## config.mk

```make
export PLATFORM = sky130hd
export DESIGN_NAME = memctl_refill_unit_flat
export DESIGN_NICKNAME = d
export VERILOG_FILES = /design/src/rtl/memctl_refill_unit_if.sv /design/src/rtl/memctl_refill_unit.sv /design/src/flat_wrapper.sv
export SDC_FILE = /design/constraint.sdc
export NUM_CORES = 1
export LEC_CHECK = 0
export ABC_CLOCK_PERIOD_IN_PS = 2800
export BUFFER_PORTS_ARGS = -buffer_cell sky130_fd_sc_hd__buf_2
export CORE_ASPECT_RATIO = 1.1
export CORE_MARGIN = 5
export CORE_UTILIZATION = 48
export DETAILED_ROUTE_END_ITERATION = 10
export GPL_TIMING_DRIVEN = 1
export PLACE_DENSITY = 0.8
export SYNTH_ARGS = -nofsm -noshare
export SYNTH_HDL_FRONTEND = slang
export SYNTH_SLANG_ARGS = --single-unit
```

## constraint.sdc

```tcl
create_clock -name clk -period 2.8 [get_ports clk]
set_input_delay 0.56 -clock clk [delete_from_list [all_inputs] [get_ports clk]]
set_output_delay 0.56 -clock clk [all_outputs]
set_load 0.03 [all_outputs]
```

## src/rtl/memctl_refill_unit_if.sv

```systemverilog
// Signal bundle for the refill unit: HTU request channel, external memory
// command/response port and the refill beat path toward the data array.
interface memctl_refill_unit_if #(
  parameter int ID_WIDTH   = 5,
  parameter int TAG_WIDTH  = 2,
  parameter int DATA_WIDTH = 128,
  parameter int BEAT_WIDTH = 1
);
  logic                  u_memctl_valid;
  logic                  u_memctl_ready;
  logic [2:0]            u_memctl_op;
  logic [ID_WIDTH-1:0]   u_memctl_id;
  logic [31:0]           u_memctl_addr;

  logic                  mem_req_valid;
  logic                  mem_req_ready;
  logic                  mem_req_we;
  logic [31:0]           mem_req_addr;
  logic [TAG_WIDTH-1:0]  mem_req_tag;

  logic                  mem_rsp_valid;
  logic                  mem_rsp_ready;
  logic [TAG_WIDTH-1:0]  mem_rsp_tag;
  logic [DATA_WIDTH-1:0] mem_rsp_data;
  logic                  mem_rsp_last;

  logic                  d_refill_valid;
  logic                  d_refill_ready;
  logic [ID_WIDTH-1:0]   d_refill_id;
  logic [BEAT_WIDTH-1:0] d_refill_beat;
  logic [DATA_WIDTH-1:0] d_refill_data;
  logic                  d_refill_last;

  // Every channel is valid/ready: a transfer happens on a rising clk edge
  // with both high; a producer holding valid keeps its payload stable until then.
  modport slave (
    input  u_memctl_valid, u_memctl_op, u_memctl_id, u_memctl_addr,
    output u_memctl_ready,
    output mem_req_valid, mem_req_we, mem_req_addr, mem_req_tag,
    input  mem_req_ready,
    input  mem_rsp_valid, mem_rsp_tag, mem_rsp_data, mem_rsp_last,
    output mem_rsp_ready,
    output d_refill_valid, d_refill_id, d_refill_beat, d_refill_data, d_refill_last,
    input  d_refill_ready
  );

  modport master (
    output u_memctl_valid, u_memctl_op, u_memctl_id, u_memctl_addr,
    input  u_memctl_ready,
    input  mem_req_valid, mem_req_we, mem_req_addr, mem_req_tag,
    output mem_req_ready,
    output mem_rsp_valid, mem_rsp_tag, mem_rsp_data, mem_rsp_last,
    input  mem_rsp_ready,
    input  d_refill_valid, d_refill_id, d_refill_beat, d_refill_data, d_refill_last,
    output d_refill_ready
  );
endinterface

```

## src/rtl/memctl_refill_unit.sv

```systemverilog
// Memory-controller refill responder: turns HTU requests into memory commands,
// tracks outstanding refills by tag and returns id-tagged refill beats.
module memctl_refill_unit #(
  parameter int ID_WIDTH    = 5,
  parameter int OUTSTANDING = 4,
  parameter int TAG_WIDTH   = $clog2(OUTSTANDING),
  parameter int DATA_WIDTH  = 128,
  parameter int BEATS       = 2
) (
  input  logic                 clk,
  input  logic                 rst_n,
  memctl_refill_unit_if.slave  bus,
  output logic [TAG_WIDTH:0]   outstanding_cnt,
  output logic                 err_protocol,
  output logic                 err_illegal_op
);
  localparam int BEAT_WIDTH = $clog2(BEATS);
  localparam logic [2:0] OP_REFILL = 3'b001;
  localparam logic [2:0] OP_EVICT  = 3'b010;
  localparam logic [TAG_WIDTH:0] CNT_FULL = (TAG_WIDTH+1)'(OUTSTANDING);
  localparam logic [BEAT_WIDTH-1:0] BEAT_MAX = BEAT_WIDTH'(BEATS-1);

  logic                   req_vld;
  logic                   req_we;
  logic [31:0]            req_addr;
  logic [TAG_WIDTH-1:0]   req_tag;

  logic [OUTSTANDING-1:0] tbl_vld;
  logic [ID_WIDTH-1:0]    tbl_id [OUTSTANDING];
  logic [TAG_WIDTH:0]     cnt;

  logic                   rsp_vld;
  logic [ID_WIDTH-1:0]    rsp_id;
  logic [BEAT_WIDTH-1:0]  rsp_beat;
  logic [DATA_WIDTH-1:0]  rsp_data;
  logic                   rsp_last;
  logic [BEAT_WIDTH-1:0]  beat_cnt;

  logic                   u_ready;
  logic                   req_fire;
  logic                   op_refill;
  logic                   op_evict;
  logic                   alloc;
  logic [TAG_WIDTH-1:0]   alloc_idx;
  logic                   rsp_ready;
  logic                   rsp_fire;
  logic                   rsp_hit;
  logic                   beat_fwd;
  logic                   free;
  logic                   seq_err;

  assign u_ready   = (!req_vld || bus.mem_req_ready) && (cnt != CNT_FULL);
  assign req_fire  = bus.u_memctl_valid && u_ready;
  assign op_refill = (bus.u_memctl_op == OP_REFILL);
  assign op_evict  = (bus.u_memctl_op == OP_EVICT);
  assign alloc     = req_fire && op_refill;

  assign rsp_ready = !rsp_vld || bus.d_refill_ready;
  assign rsp_fire  = bus.mem_rsp_valid && rsp_ready;
  assign rsp_hit   = tbl_vld[bus.mem_rsp_tag];
  assign beat_fwd  = rsp_fire && rsp_hit;
  assign free      = beat_fwd && bus.mem_rsp_last;
  // Last must coincide exactly with the final beat slot of the line.
  assign seq_err   = bus.mem_rsp_last != (beat_cnt == BEAT_MAX);

  // Lowest free entry; an entry freed this cycle only becomes visible next cycle.
  always_comb begin
    alloc_idx = '0;
    for (int i = OUTSTANDING - 1; i >= 0; i--) begin
      if (!tbl_vld[i]) alloc_idx = TAG_WIDTH'(i);
    end
  end

  always_ff @(posedge clk or negedge rst_n) begin
    if (!rst_n) begin
      req_vld  <= 1'b0;
      req_we   <= 1'b0;
      req_addr <= '0;
      req_tag  <= '0;
    end else if (req_fire && (op_refill || op_evict)) begin
      req_vld  <= 1'b1;
      req_we   <= op_evict;
      req_addr <= bus.u_memctl_addr;
      req_tag  <= op_refill ? alloc_idx : '0;
    end else if (bus.mem_req_ready) begin
      req_vld  <= 1'b0;
    end
  end

  always_ff @(posedge clk or negedge rst_n) begin
    if (!rst_n) begin
      tbl_vld <= '0;
      for (int i = 0; i < OUTSTANDING; i++) tbl_id[i] <= '0;
    end else begin
      if (alloc) begin
        tbl_vld[alloc_idx] <= 1'b1;
        tbl_id[alloc_idx]  <= bus.u_memctl_id;
      end
      if (free) tbl_vld[bus.mem_rsp_tag] <= 1'b0;
    end
  end

  always_ff @(posedge clk or negedge rst_n) begin
    if (!rst_n) begin
      cnt <= '0;
    end else begin
      case ({alloc, free})
        2'b10:   cnt <= cnt + 1'b1;
        2'b01:   cnt <= cnt - 1'b1;
        default: cnt <= cnt;
      endcase
    end
  end

  always_ff @(posedge clk or negedge rst_n) begin
    if (!rst_n) begin
      beat_cnt <= '0;
    end else if (beat_fwd) begin
      if (bus.mem_rsp_last || beat_cnt == BEAT_MAX) beat_cnt <= '0;
      else                                          beat_cnt <= beat_cnt + 1'b1;
    end
  end

  always_ff @(posedge clk or negedge rst_n) begin
    if (!rst_n) begin
      rsp_vld  <= 1'b0;
      rsp_id   <= '0;
      rsp_beat <= '0;
      rsp_data <= '0;
      rsp_last <= 1'b0;
    end else if (beat_fwd) begin
      rsp_vld  <= 1'b1;
      rsp_id   <= tbl_id[bus.mem_rsp_tag];
      rsp_beat <= beat_cnt;
      rsp_data <= bus.mem_rsp_data;
      rsp_last <= bus.mem_rsp_last;
    end else if (bus.d_refill_ready) begin
      rsp_vld  <= 1'b0;
    end
  end

  always_ff @(posedge clk or negedge rst_n) begin
    if (!rst_n) begin
      err_protocol   <= 1'b0;
      err_illegal_op <= 1'b0;
    end else begin
      err_protocol   <= rsp_fire && (!rsp_hit || seq_err);
      err_illegal_op <= req_fire && !op_refill && !op_evict;
    end
  end

  assign bus.u_memctl_ready = u_ready;
  assign bus.mem_req_valid  = req_vld;
  assign bus.mem_req_we     = req_we;
  assign bus.mem_req_addr   = req_addr;
  assign bus.mem_req_tag    = req_tag;
  assign bus.mem_rsp_ready  = rsp_ready;
  assign bus.d_refill_valid = rsp_vld;
  assign bus.d_refill_id    = rsp_id;
  assign bus.d_refill_beat  = rsp_beat;
  assign bus.d_refill_data  = rsp_data;
  assign bus.d_refill_last  = rsp_last;
  assign outstanding_cnt    = cnt;
endmodule

```

## src/flat_wrapper.sv

```systemverilog
// flat-port wrapper written by rule: the top's interface ports become plain ports
module memctl_refill_unit_flat 
#(
  parameter int ID_WIDTH    = 5,
  parameter int OUTSTANDING = 4,
  parameter int TAG_WIDTH   = $clog2(OUTSTANDING),
  parameter int DATA_WIDTH  = 128,
  parameter int BEATS       = 2
)
  (clk, rst_n, outstanding_cnt, err_protocol, err_illegal_op, bus_u_memctl_valid, bus_u_memctl_op, bus_u_memctl_id, bus_u_memctl_addr, bus_u_memctl_ready, bus_mem_req_valid, bus_mem_req_we, bus_mem_req_addr, bus_mem_req_tag, bus_mem_req_ready, bus_mem_rsp_valid, bus_mem_rsp_tag, bus_mem_rsp_data, bus_mem_rsp_last, bus_mem_rsp_ready, bus_d_refill_valid, bus_d_refill_id, bus_d_refill_beat, bus_d_refill_data, bus_d_refill_last, bus_d_refill_ready);
  memctl_refill_unit_if #(.ID_WIDTH(ID_WIDTH), .TAG_WIDTH(TAG_WIDTH), .DATA_WIDTH(DATA_WIDTH), .BEAT_WIDTH((1))) bus_i ();
  input  logic clk;
  input  logic rst_n;
  output logic [TAG_WIDTH:0] outstanding_cnt;
  output logic err_protocol;
  output logic err_illegal_op;
  input wire logic [$bits(bus_i.u_memctl_valid)-1:0] bus_u_memctl_valid;
  input wire logic [$bits(bus_i.u_memctl_op)-1:0] bus_u_memctl_op;
  input wire logic [$bits(bus_i.u_memctl_id)-1:0] bus_u_memctl_id;
  input wire logic [$bits(bus_i.u_memctl_addr)-1:0] bus_u_memctl_addr;
  output wire logic [$bits(bus_i.u_memctl_ready)-1:0] bus_u_memctl_ready;
  output wire logic [$bits(bus_i.mem_req_valid)-1:0] bus_mem_req_valid;
  output wire logic [$bits(bus_i.mem_req_we)-1:0] bus_mem_req_we;
  output wire logic [$bits(bus_i.mem_req_addr)-1:0] bus_mem_req_addr;
  output wire logic [$bits(bus_i.mem_req_tag)-1:0] bus_mem_req_tag;
  input wire logic [$bits(bus_i.mem_req_ready)-1:0] bus_mem_req_ready;
  input wire logic [$bits(bus_i.mem_rsp_valid)-1:0] bus_mem_rsp_valid;
  input wire logic [$bits(bus_i.mem_rsp_tag)-1:0] bus_mem_rsp_tag;
  input wire logic [$bits(bus_i.mem_rsp_data)-1:0] bus_mem_rsp_data;
  input wire logic [$bits(bus_i.mem_rsp_last)-1:0] bus_mem_rsp_last;
  output wire logic [$bits(bus_i.mem_rsp_ready)-1:0] bus_mem_rsp_ready;
  output wire logic [$bits(bus_i.d_refill_valid)-1:0] bus_d_refill_valid;
  output wire logic [$bits(bus_i.d_refill_id)-1:0] bus_d_refill_id;
  output wire logic [$bits(bus_i.d_refill_beat)-1:0] bus_d_refill_beat;
  output wire logic [$bits(bus_i.d_refill_data)-1:0] bus_d_refill_data;
  output wire logic [$bits(bus_i.d_refill_last)-1:0] bus_d_refill_last;
  input wire logic [$bits(bus_i.d_refill_ready)-1:0] bus_d_refill_ready;
  assign bus_i.u_memctl_valid = bus_u_memctl_valid;
  assign bus_i.u_memctl_op = bus_u_memctl_op;
  assign bus_i.u_memctl_id = bus_u_memctl_id;
  assign bus_i.u_memctl_addr = bus_u_memctl_addr;
  assign bus_u_memctl_ready = bus_i.u_memctl_ready;
  assign bus_mem_req_valid = bus_i.mem_req_valid;
  assign bus_mem_req_we = bus_i.mem_req_we;
  assign bus_mem_req_addr = bus_i.mem_req_addr;
  assign bus_mem_req_tag = bus_i.mem_req_tag;
  assign bus_i.mem_req_ready = bus_mem_req_ready;
  assign bus_i.mem_rsp_valid = bus_mem_rsp_valid;
  assign bus_i.mem_rsp_tag = bus_mem_rsp_tag;
  assign bus_i.mem_rsp_data = bus_mem_rsp_data;
  assign bus_i.mem_rsp_last = bus_mem_rsp_last;
  assign bus_mem_rsp_ready = bus_i.mem_rsp_ready;
  assign bus_d_refill_valid = bus_i.d_refill_valid;
  assign bus_d_refill_id = bus_i.d_refill_id;
  assign bus_d_refill_beat = bus_i.d_refill_beat;
  assign bus_d_refill_data = bus_i.d_refill_data;
  assign bus_d_refill_last = bus_i.d_refill_last;
  assign bus_i.d_refill_ready = bus_d_refill_ready;
  memctl_refill_unit #(.ID_WIDTH(ID_WIDTH), .OUTSTANDING(OUTSTANDING), .TAG_WIDTH(TAG_WIDTH), .DATA_WIDTH(DATA_WIDTH), .BEATS(BEATS)) u_core (.clk(clk), .rst_n(rst_n), .bus(bus_i), .outstanding_cnt(outstanding_cnt), .err_protocol(err_protocol), .err_illegal_op(err_illegal_op));
endmodule
```

==> metrics.md <==
| Metric | Value |
|---|---|
| Largest net degree at the start of global routing | between 100 and 150 |
| Syn_nets | around 660 |
| Post-route ant nets | 0 |
| Drt wl/cell | approximately 19 um |
| Synth async-reset ratio | 100% |
| Root Buffer | clkbuf_16 |
| Most frequent cells in the layout | buf_2, dfrtp_1, mux2_4 |
| Core Box Area | about 0.017 mm^2 |
| Vias per cell | 4.89 |
| CTS Buffer Depth | 3 |
| Cell Rows | 50 |
| LEAKAGE | 0.00587 uW |
| Die height | about 150 um |
| Area occupied by multi-input gates | 0.00302 mm^2 |
| Util after Layout | between 60% and 70% |
| I/O pins | approximately 360 |
| Tcrit/Tclk final | between 80 and 90% |
| Antenna violations before repair | 2 |
| Measured slew at the worst slew-check pin | 0.750 ns |
| CTS resizes | 0 |
| Critical Path RT | roughly 3.2 ns |
| Synth warn | 0 |
| Post-route setup slack | just under 0.5 ns |
| Setup violators final | 0 |
| Post-synthesis sequential area ratio | 60.2% |
| Top Usage Layer GRT | met2 |
| Final min period | approximately 2.3 ns |
| GRT Overall Usage | 19.9% |
| Final Wtd Congestion | approximately 0.79 |
| Max IR drop VDD | 0.646 mV |
| Worst r2r path cells | 9 |
| Post-CTS Setup Bufs | 0 |
| Die Wd | approximately 140 um |
| Worst R2R Start | u_core.outstanding_cnt[0] |
| Primary FF master, synth | dfrtp_1 |
| Final instance area | ~0.011 mm^2 |
| Total area of sequential cells | between 0.005 and 0.006 mm^2 |
| PD cells | around 1300 mW/mm^2 |
| Worst-path maximum fanout | 7 |
| Most common cell after layout, fill and taps aside | buf_2 |
| Fmax | between 400 and 500 MHz |
| Post-Route WL | roughly 21000 um |
| Setup TNS | 0 ns |
| Critical Path Slowest Stage Cell | or3b_1 |
| CTS tree | built |
| Number of enable flip-flop cells after synthesis | 0 |
| Flops & latches, synth | 202 |
| DRC viols | 0 |
| Grt met3 use | approximately 5.6% |
| Layout area overhead | 30.7% |
| Clock Latency Late Sink | between 0.4 and 0.5 ns |
| Slew margin rel. | ~50% |
| Clk slew on worst S/H paths | about 0.060 ns |
| Final #Nets | ~1000 |
| Pre-CTS WS | slightly below 0.3 ns |
| CTS buffer count | 22 |
| Pre-antenna DRT Iters | 4 |
| FF-to-FF End | u_core.outstanding_cnt[2] |
| Outcome | completed |
| CP Capture Type | flop |
| GR Util met1 | a little under a quarter |
| Cells after synthesis | around 480 |
| 1st-iter DRT viols | between 200 and 250 |
| RSZ-0062 raised after global routing | no |
| Critical-path cell list | or3b_1 -> nand4_4 -> or2_2 -> ha_1 -> inv_1 -> fa_1 -> xor2_1 -> nor2_1 -> xor2_1 |
| First-pass GRT wire length | between 30000 and 40000 um |
| Max_cap viols | 0 |
| Port Buf Inserts | roughly 360 |
| Routed vias | about 5400 |
| Final Slew Violations | 0 |
| Critical setup path kind | flop to flop |
| GRT met2 Usage | a little over a third |
| Synth unique cells | 41 |
| Critical Path Most Common Cell | xor2_1 |
| Die area | 0.0202 mm^2 |
| Post-DP Area | just over 0.01 mm^2 |
| Fillers | 1315 |
| Mapped Area | 0.00840 mm^2 |
| Congestion Overflow GR | 0 |
| HP Class | input pin to async pin |
| Cell family with most CP delay | simple AND/OR/NAND/NOR gates |
| Worst Clk Skew | 0.0140 ns |
| Syn avg cell area | around 18 um^2 |
| Hold-fix buffers at CTS | 0 |
| Slowest Stage Delay on Critical Path | 0.46 ns |
| Buffers & Inverters on Critical Path | 1 |
| Vias in the first global route | roughly 5900 |
| Arrival @ worst endpoint | 2.73 ns |
| Startpoint types | flop |
| Final Hold Fails | 0 |
| CTS sink cnt | just over 200 |
| Flop2flop setup slack | just under 0.5 ns |
| H-tree lvl count | 1 |
| Share of layout cells above drive strength 1 | about 67% |
| HPWL Detailed | between 15000 and 20000 um |
| Initial Util | roughly half |
==> kinds of logic after synthesis <==
family	share of synthesized area [%]
flip-flops	60.2
multiplexers	31.2
AND/OR/NAND/NOR	2.52
buffers and inverters	3.95
AO/OA/AOI/OAI	1.16
XOR/XNOR	0.417
adder cells (fa/ha/maj)	0.536
==> final cells by class <==
cell class                      count  share of cell area [%]
Sequential cell                   202                    46.1
Clock buffer                       30                    5.67
Antenna cell                        2                  0.0456
Timing Repair Buffer              365                    17.3
Multi-Input combinational cell    248                    27.5
Clock inverter                      9                   0.502
Tap cell                          234                    2.67
Inverter                            7                   0.239
==> worst max-delay path by stage <==
stage                                          from                      endpoint  slack, ns  depth (start not counted)
after floorplan                  bus_mem_rsp_tag[0]     u_core.outstanding_cnt[2]       0.14                         12
after global placement           bus_mem_rsp_tag[0]  u_core.bus.d_refill_data[70]       0.31                          5
after detailed placement         bus_mem_rsp_tag[0]  u_core.bus.d_refill_data[72]       0.29                          5
after CTS                 u_core.outstanding_cnt[0]     u_core.outstanding_cnt[2]       0.49                          9
after global routing      u_core.outstanding_cnt[0]     u_core.outstanding_cnt[2]       0.37                          9
final                     u_core.outstanding_cnt[0]     u_core.outstanding_cnt[2]       0.48                          9
==> registers in the layout, indices dropped and copies added (netlist names), 2 cells and up <==
register,flops
u_core.tbl_vld,4
u_core.bus.d_refill_data,128
u_core.bus.mem_req_tag,2
u_core.tbl_id,20
u_core.bus.d_refill_id,5
u_core.outstanding_cnt,3
u_core.bus.mem_req_addr,32
==> through the flow <==
| step | hold WS, ns | power, uW | instances |
|---|---|---|---|
| after global routing | 0.0759 | 14800 | 1097 |
| after detailed placement | 0.475 | 11400 | 1056 |
| after global placement | 0.461 | 11200 | 1056 |
| after floorplan | 0.264 | 9480 | 478 |
| after CTS | 0.0561 | 14200 | 1095 |
| final | 0.0481 | 14100 | 1097 |
==> metal layers <==
layer  vias up  part of all wire, %
met5         -                    0
met2       223                   52
met1      2664                   37
met4         0                  2.9
li1       2438                    -
met3        44                  8.6
==> power breakdown <==
part | internal, uW | leakage (uW) | switching (uW) | total [uW]
clock network | 1560 | 0.000336 | 1150 | 2710
registers | 4240 | 0.00245 | 753 | 5000
logic | 2510 | 0.00308 | 3880 | 6380
==> cells in the mapped netlist (2+ instances only) <==
cell,number,area [um^2]
buf_12,11,220
dfrtp_1,202,5050
inv_1,7,26.3
mux2_4,100,1500
nor2_1,5,18.8
mux4_1,2,52.6
buf_6,4,45.0
nand2b_1,4,25.0
mux4_2,4,90.1
mux2_1,16,180
o31ai_1,3,22.5
clkbuf_2,2,10.0
nand2_1,8,30.0
a21oi_1,4,20.0
nand3_1,2,10.0
ha_1,2,25.0
xnor2_1,2,17.5
buf_4,4,30.0
o21ai_0,4,20.0
xor2_1,2,17.5
mux2_2,70,788
No activity file was read; power rests on OpenSTA's default activity.
